`src/rtl/fifo_wr_ctrl.sv`:
```
// fifo_wr_ctrl: pointer/occupancy controller for a register FIFO, drives a 3-to-8 write decoder
module fifo_wr_ctrl #(
    parameter int ADDR_W    = 3,
    parameter int AF_THRESH = 6
) (
    input  logic              clk,
    input  logic              rst_n,
    input  logic              push,
    input  logic              pop,
    input  logic              flush,
    output logic [ADDR_W-1:0] wr_idx,
    output logic              wr_en,
    output logic [ADDR_W-1:0] rd_idx,
    output logic              rd_valid,
    output logic              empty,
    output logic              full,
    output logic              almost_full,
    output logic [ADDR_W:0]   count,
    output logic              overflow,
    output logic              underflow
);
    localparam logic [ADDR_W:0] AF = (ADDR_W+1)'(AF_THRESH);
    logic [ADDR_W:0] wr_ptr, rd_ptr;
    logic push_ok, pop_ok;
    // occupancy and acceptance derived from the wrap-bit pointers; a push into a full
    // FIFO is allowed alongside a pop because the freed slot is read before the edge
    always_comb begin
        count       = wr_ptr - rd_ptr;
        empty       = wr_ptr == rd_ptr;
        full        = (wr_ptr[ADDR_W-1:0] == rd_ptr[ADDR_W-1:0]) && (wr_ptr[ADDR_W] != rd_ptr[ADDR_W]);
        almost_full = count >= AF;
        pop_ok      = pop && !empty && !flush;
        push_ok     = push && (!full || pop) && !flush;
        wr_en       = push_ok && rst_n;
        rd_valid    = pop_ok && rst_n;
        wr_idx      = wr_ptr[ADDR_W-1:0];
        rd_idx      = rd_ptr[ADDR_W-1:0];
    end
    // pointer advance and sticky error flags; flush clears everything
    always_ff @(posedge clk or negedge rst_n) begin
        if (!rst_n) begin
            wr_ptr    <= '0;
            rd_ptr    <= '0;
            overflow  <= 1'b0;
            underflow <= 1'b0;
        end else if (flush) begin
            wr_ptr    <= '0;
            rd_ptr    <= '0;
            overflow  <= 1'b0;
            underflow <= 1'b0;
        end else begin
            wr_ptr    <= wr_ptr + {{ADDR_W{1'b0}}, push_ok};
            rd_ptr    <= rd_ptr + {{ADDR_W{1'b0}}, pop_ok};
            overflow  <= overflow || (push && full && !pop);
            underflow <= underflow || (pop && empty);
        end
    end
endmodule
```
`config.mk`:
```
export PLATFORM = sky130hd
export DESIGN_NAME = fifo_wr_ctrl
export DESIGN_NICKNAME = d
export VERILOG_FILES = /design/src/rtl/fifo_wr_ctrl.sv
export SDC_FILE = /design/constraint.sdc
export NUM_CORES = 1
export LEC_CHECK = 0
export BUFFER_PORTS_ARGS = -buffer_cell sky130_fd_sc_hd__buf_4
export CORE_MARGIN = 4
export CORE_UTILIZATION = 52
export CTS_CLUSTER_SIZE = 12
export DETAILED_ROUTE_END_ITERATION = 7
export PLACE_DENSITY = 0.81
export SYNTH_ARGS = -nofsm -noshare
export SYNTH_HDL_FRONTEND = slang
export SYNTH_SLANG_ARGS = --single-unit
```
`constraint.sdc`:
```
create_clock -name clk -period 3.75 [get_ports clk]
set_input_delay 0 -clock clk [delete_from_list [all_inputs] [get_ports clk]]
set_output_delay 0 -clock clk [all_outputs]
set_load 0.02 [all_outputs]
```
# == After elaboration in Yosys (flattened, before gate mapping) ==
# Index checks and enable logic that the tools add are counted.
# totals
reg_bits,10
input_bits,5
word_cells,32
# classes
addsub,3
order_cmp,1
eq_ne,3
n_mux,4
reduce_logical,17
# op_table
cell,count
1-bit logical AND,10
4-bit by 1-bit adder with 4-bit output,2
4-bit two-way mux,2
4-bit == test,1
"4-bit by 3-bit greater-or-equal comparator with 1-bit output, second input constant",1
1-bit logical NOT,4
4-bit subtractor,1
3-bit == test,1
1-bit logical OR,3
1-bit two-way mux,2
1-bit inequality test,1

# == Logic depth before layout (Yosys ltp) ==
# Gate-level depths: netlist of run 1.
# logic_depth
depth_word,8
depth_mapped,9
ltp_nobuf,9

# == Worst setup path before layout of run 1 ==
# Ideal clock, no wire load.
# synth_timing
kind,register to register
startpoint,register rd_ptr[1]
endpoint,register rd_ptr[1]
t_arrival_ns,1.783
t_required_ns,3.616
path_slack_ns,1.833
path_stages_with_launch,9
n_path_buf,0
path_cell_list,dfrtp_1 inv_1 ha_1 and3_2 and2_4 nor3b_2 ha_1 ha_1 nor2b_1
# synth_via
elab_chain_cells,6
# synth_lines
item,line_no,source
"start, declared",23,"logic [ADDR_W:0] wr_ptr, rd_ptr;"
"start signal, assigned",53,"rd_ptr <= rd_ptr + {{ADDR_W{1'b0}}, pop_ok};"
4-bit == test,29,empty = wr_ptr == rd_ptr;
via empty,15,"output logic empty,"
1-bit logical NOT,32,pop_ok = pop && !empty && !flush;
1-bit logical AND (2 in series),32,
4-bit by 1-bit adder with 4-bit output,53,
4-bit two-way mux,46,end else if (flush) begin
# The timed path passes the listed nets, and every way through them passes these cells.

# == Worst setup path after layout of run 1 ==
# layout_timing
startpoint,register rd_ptr[2]
endpoint,register wr_ptr[2]
# layout_via
elab_chain_cells,8
# layout_lines
item,line_no,source
3-bit == test,30,full = (wr_ptr[ADDR_W-1:0] == rd_ptr[ADDR_W-1:0]) && (wr_ptr[ADDR_W] != rd_ptr[ADDR_W]);
1-bit logical AND,30,
1-bit logical NOT,33,push_ok = push && (!full || pop) && !flush;
1-bit logical OR,33,
1-bit logical AND (2 in series),33,
4-bit by 1-bit adder with 4-bit output,52,"wr_ptr <= wr_ptr + {{ADDR_W{1'b0}}, push_ok};"
4-bit two-way mux,46,
"end signal, assigned",52,
"end, declared",23,
# Every way passes these cells.

==> results.yml, run 1 <==
place:
  gp_congestion: 0.7528
  hpwl_um: 1061
  place.port_buffers: 21
  postPlaceCellArea_sq_um: 815.8
clock_tree:
  cts_hold_buf: 2
  post_cts_resize_count: 0
  cts.clk_slew.worst_paths_ns: 0.07
  cts_tree: "done"
  h-tree-depth: 1
  postCtsSetupBuffers: 0
  clockRootBuffer: "clkbuf_4"
  cts_buffers: 3
  insertion_delay_ns: 0.27
  cts.sinks: 10
  clock_path_buffers: 2
setup_path:
  r2r_end: "wr_ptr[2]"
  crit_type: "register to register"
  crit_path_max_incr_delay_ns: 0.42
  worstRegToRegCells: 9
  regToRegSetupSlack_ns: 1.73
  crit_required_ns: 3.91
  cp-end-kind: "register"
  critPathSlowestCell: "dfrtp_1"
  reg2reg_from: "rd_ptr[2]"
  worst_ep_arrival_time_ns: 2.18
  worstPathMaxFanout: 5
  cp-start-kind: "register"
  path_cells: "inv_1, ha_1, nand3_1, nor3_1, nor2_1, ha_1, ha_1, xnor2_1, nor2_1"
  crit_top_cell: "ha_1"
timing:
  final_hold_viol_count: 0
  setup_tns_ns: 0
  finalCritPeriodShare: 0.5381
  max_freq_ghz: 0.4956
  worstMarginPinSlew_ns: 0.3547
  clock_skew_ns: 0.004060
  timing.final.crit_period_ns: 2.018
  slew_violations: 0
  max-slew-margin-rel: 0.7624
  setup_viol: 0
  rsz0062_at_grt: "no"
layout:
  syn2layout_area_growth_pct: 24.50
  final_cell_mix: "21 x buf_4, 10 x dfrtp_1, 7 x nor2_1, 7 x ha_1, 6 x inv_1"
  stdcell_area_sq_um: 858.3
  n_fill_cell: 89
  final_nets: 102
  num_antenna_cells: 0
  mostFrequentLayoutCell: "buf_4"
  drive_gt1_frac: 0.3333
logic_synthesis:
  synth_seq_cells: 10
  syn_area_sq_um: 689.4
  async_flop_share: 1.000
  ys_types: 24
  synth_fp_nets: 81
  yosysTopAreaCell: "dfrtp_1"
  synthFlopType: "dfrtp_1"
  synth_top_area_share: 0.3630
  seq_area_frac_synth: 0.3630
  avgSynthCellArea_sq_um: 10.14
  yosysWarnings: 0
  syn_inst: 68
  synth_edf_count: 0
  synth.area.top_cells: "dfrtp_1 36%, ha_1 13%, buf_4 6.5%"
drt:
  wl_per_cell_um: 13.71
  detail_route.first_pass.iterations: 4
  drt_iter0_markers: 15
  wl_um: 1385
  via_count: 538
  ant_nets: 0
  drc: 0
  routed_via_density: 5.327
global_routing:
  grt_pass1_vias: 534
  track_usage: 0.1716
  antenna_found_initial: 0
  grt_max_degree: 14
  overflow: 0
  grt_pass1_wl_um: 2394
min_path:
  hold_class: "primary input to register"
  worstHoldStart: "flush"
  min_path_cells: 2
  hold-path-endpoint: "rd_ptr[2]"
die:
  io_pins: 22
  die_w_um: 44.41
  core_area_sq_mm: 0.001171
  die_y_um: 44.41
  rows: 12
  die-area_sq_mm: 0.001972
  start_util: 0.5887
pwr:
  p_total_mw: 0.2654
  vdd_drop_max_mv: 0.2271
  pwr_density_cell_mw_per_mm2: 309.2
  p_leak_nw: 0.4595
flow_run:
  cap_violations: 0
outcome:
  status: "finished clean"
==> power by group <==
| group | internal [mW] | total (mW) | switching (mW) | leakage, nW |
|---|---|---|---|---|
| Clock | 0.0372 | 0.0762 | 0.0390 | 0.0138 |
| Sequential | 0.111 | 0.114 | 0.00283 | 0.137 |
| Combinational | 0.0342 | 0.0753 | 0.0411 | 0.308 |
==> worst max-delay path: cells and delay by family, from the launching register on <==
kind | cells | cell delay (ns)
XOR/XNOR | 1 | 0.15
AND/OR/NAND/NOR | 4 | 0.49
adder cells (fa/ha/maj) | 3 | 0.76
flip-flops | 1 | 0.42
buffers and inverters | 1 | 0.07
==> metrics by stage <==
stage	instances	setup slack, ns	utilization	hold WS, ns
6_report	101	1.732	0.7329	0.006935
2_1_floorplan	68	1.833	-	-0.2956
3_5_place_dp	96	1.758	0.6966	-0.1555
4_1_cts	101	1.733	0.7329	0.002075
5_1_grt	101	1.499	0.7329	0.003817
3_3_place_gp	96	1.779	0.6966	-0.1584
==> worst max-delay path by stage <==
stage          startpoint        end  slack (ns)
3_5_place_dp    rd_ptr[2]  wr_ptr[1]        1.76
6_report        rd_ptr[2]  wr_ptr[2]        1.73
3_3_place_gp    rd_ptr[1]  rd_ptr[1]        1.78
5_1_grt         rd_ptr[2]  wr_ptr[2]        1.50
4_1_cts         rd_ptr[2]  wr_ptr[2]        1.73
2_1_floorplan   rd_ptr[1]  rd_ptr[1]        1.83
==> Yosys cell counts, types with 2 or more instances <==
cell type and instances:
a21oi_1 2, buf_4 6, dfrtp_1 10, ha_1 7, inv_1 6, nand2b_1 3
nand3_1 4, nand3b_1 2, nor2_1 7, nor2b_1 4, xnor2_1 3, xor2_1 2
==> layer usage <==
| metal | routed length, um | global-route usage |
|---|---|---|
| met4 | 22 | 0.07229 |
| met2 | 683 | 0.2645 |
| met3 | 115 | 0.04878 |
| met5 | 0 | 0 |
| met1 | 563 | 0.2236 |
==> cell type report <==
cell class,count,area [sq um],share of cell area
multi-input combinational,45,367.9,0.4286
sequential,10,250.2,0.2915
timing repair buffer,23,177.7,0.2070
clock buffer,3,22.52,0.02624
inverter,6,22.52,0.02624
tap,14,17.52,0.02041
==> cells by family (layout without fill, tap and decap cells) <==
group,count (synthesis),count (layout),share of synthesized area
flops,10,10,0.3630
compound gates,4,4,0.03631
xor+xnor,6,6,0.08713
simple gates,27,27,0.2541
buf+inv,13,32,0.1034
fa+ha+maj,8,8,0.1561
==> registers in the layout (all words and copies together), names as in the netlist <==
register / cells
overflow: 1
rd_ptr: 4
underflow: 1
wr_ptr: 4
No activity file was read; power rests on OpenSTA's default activity.
==> run 2: changes to the inputs <==
--- a/config.mk
+++ b/config.mk
@@ -7,10 +7,10 @@
 export LEC_CHECK = 0
 export BUFFER_PORTS_ARGS = -buffer_cell sky130_fd_sc_hd__buf_4
 export CORE_MARGIN = 4
-export CORE_UTILIZATION = 52
+export CORE_UTILIZATION = 48
 export CTS_CLUSTER_SIZE = 12
 export DETAILED_ROUTE_END_ITERATION = 7
-export PLACE_DENSITY = 0.81
+export PLACE_DENSITY = 0.76
 export SYNTH_ARGS = -nofsm -noshare
 export SYNTH_HDL_FRONTEND = slang
 export SYNTH_SLANG_ARGS = --single-unit
==> constraint.sdc (replaced) <==
create_clock -name clk -period 2.1 [get_ports clk]
set_input_delay 0 -clock clk [delete_from_list [all_inputs] [get_ports clk]]
set_output_delay 0 -clock clk [all_outputs]
set_load 0.02 [all_outputs]
==> run 2 against run 1 <==
  * Register-to-register slack lost 1.6 ns
  * Sequential cell count stayed put
  * Design area grew 7.1%
  * Non-clock buffer count rose by 5
  * Die area increased by 6.8%
  * Critical path depth down 1
  * Critical endpoint is now rd_ptr[1]
  * Largest cell class unchanged
  * Largest power group unchanged
  * Highest routed layer unchanged
==> results.yml, run 2 (synthesized netlist as in run 1, its figures left out) <==
flow_run:
  cap_violations: 0
clock_tree:
  h-tree-depth: 1
  clockRootBuffer: "clkbuf_4"
  clock_path_buffers: 2
  cts_tree: "done"
  insertion_delay_ns: 0.26
  cts_buffers: 3
  cts.clk_slew.worst_paths_ns: 0.07
  cts.sinks: 10
layout:
  drive_gt1_frac: 0.3978
  syn2layout_area_growth_pct: 33.39
  mostFrequentLayoutCell: "buf_4"
  top_regs: "rd_ptr x4, wr_ptr x4"
  regArea_sq_um: 251.5
  multi_input_area_sq_um: 372.9
  final_nets: 107
  n_fill_cell: 107
  final_util: 0.6895
  num_antenna_cells: 0
  final_cell_mix: "25 x buf_4, 9 x dfrtp_1, 7 x nor2_1"
die:
  die_y_um: 45.90
  io_pins: 22
  core_area_sq_mm: 0.001334
  die_w_um: 45.90
  start_util: 0.5169
  die-area_sq_mm: 0.002107
  rows: 13
drt:
  wl_per_cell_um: 12.73
  drc: 0
  ant_nets: 0
  via_count: 510
  routed_via_density: 4.722
  wl_um: 1375
  drt_iter0_markers: 1
  detail_route.first_pass.iterations: 6
setup_path:
  crit_top_cell: "ha_1"
  crit_required_ns: 2.24
  crit_type: "register to register"
  critPathTopFamily: "adder cells"
  cp-start-kind: "register"
  regToRegSetupSlack_ns: 0.14
  crit_path_max_incr_delay_ns: 0.38
  path_cells: "inv_1, ha_1, and3_2, and2_4, nor3b_2, ha_2, ha_1, nor2b_1"
  worst_ep_arrival_time_ns: 2.10
  cp-end-kind: "register"
  worstPathMaxFanout: 3
  critPathSlowestCell: "dfrtp_1"
  timing.critical_path.buf_inv: 1
timing:
  clock_skew_ns: 0.01115
  setup_slack_ns: 0.1428
  setup_viol: 0
  slew_violations: 0
  worstMarginPinSlew_ns: 0.3357
  max-slew-margin-rel: 0.7751
  setup_tns_ns: 0
  finalCritPeriodShare: 0.9320
  rsz0062_at_grt: "no"
  final_hold_viol_count: 0
  max_freq_ghz: 0.5109
  timing.final.crit_period_ns: 1.957
place:
  preCtsSetupSlack_ns: 0.1023
  hpwl_um: 1050
  place.port_buffers: 21
  gp_congestion: 0.7738
pwr:
  p_leak_nw: 0.4869
  pwr_density_cell_mw_per_mm2: 555.0
  vdd_drop_max_mv: 0.3692
global_routing:
  grt_max_degree: 14
  track_usage: 0.1555
  antenna_found_initial: 0
  overflow: 0
  grt_pass1_vias: 517
  grt_pass1_wl_um: 2263
min_path:
  hold_class: "primary input to register"
outcome:
  status: "finished clean"
==> run 2: cell count changes in the layout (fill, tap and decap cells not counted) <==
cell | previous run | this run
buf_4 | 21 | 25
ha_1 | 7 | 5
ha_2 | 0 | 2
clkbuf_8 | 0 | 1
dfrtp_1 | 10 | 9
dfrtp_2 | 0 | 1
dlygate4sd3_1 | 2 | 3
==> run 2: cell type report <==
cell class	count	share of cell area
flip-flops and latches	10	0.2735
repair buffers	28	0.2367
multi-input cells	45	0.4054
clock buffers	4	0.03946
inverters	6	0.02449
well taps	15	0.02041
==> run 2: through the flow <==
step | hold WS [ns] | power (mW) | std cells | instance area [sq um]
final | 0.06142 | 0.5104 | 108 | 919.6
after global routing | 0.04847 | 0.5453 | 108 | 919.6
after CTS | 0.003857 | 0.5193 | 105 | 888.4
after detailed placement | -0.1542 | 0.3398 | 99 | 832.0
after floorplan | -0.2956 | 0.2900 | 68 | 689.4
after global placement | -0.1559 | 0.3384 | 99 | 832.0
==> run 2: path summary, 6_finish.rpt <==
| check | end | cells past startpoint | from |
|---|---|---|---|
| worst max-delay path | rd_ptr[1] | 8 | wr_ptr[0] |
| worst min-delay path | overflow | 3 | push |
| worst max register to register | rd_ptr[1] | 8 | wr_ptr[0] |
| worst min register to register | underflow | 2 | underflow |
| max in group asynchronous | rd_ptr[2] | 2 | rst_n |
| min in group asynchronous | wr_ptr[2] | 2 | rst_n |
==> run 2: worst min-delay path: stages <==
cell and delay, ns:
buf_4 0.11, nand2b_1 0.10, o41ai_1 0.08
==> run 2: repair_timing <==
| item | CTS | global route |
|---|---|---|
| setup buffers | 0 | 2 |
| endpoints found under the setup margin | 0 | 6 |
| hold buffers | 2 | 1 |
| endpoints found under the hold margin | 11 | 2 |
| resized for setup | 0 | 3 |
==> run 2: power breakdown <==
part	leakage [nW]	switching, mW	internal [mW]
Sequential	0.136	0.00454	0.198
Clock	0.0210	0.0656	0.105
Combinational	0.330	0.0737	0.0631
Total	0.487	0.144	0.367
==> run 2: metal layers <==
| metal | global-route usage | vias to the layer above | wire, um |
|---|---|---|---|
| met1 | 0.1768 | 228 | 606 |
| met2 | 0.2527 | 10 | 682 |
| met4 | 0.06818 | 0 | 15 |
| met3 | 0.06324 | 2 | 71 |
| li1 | - | 270 | - |
| met5 | 0 | - | 0 |
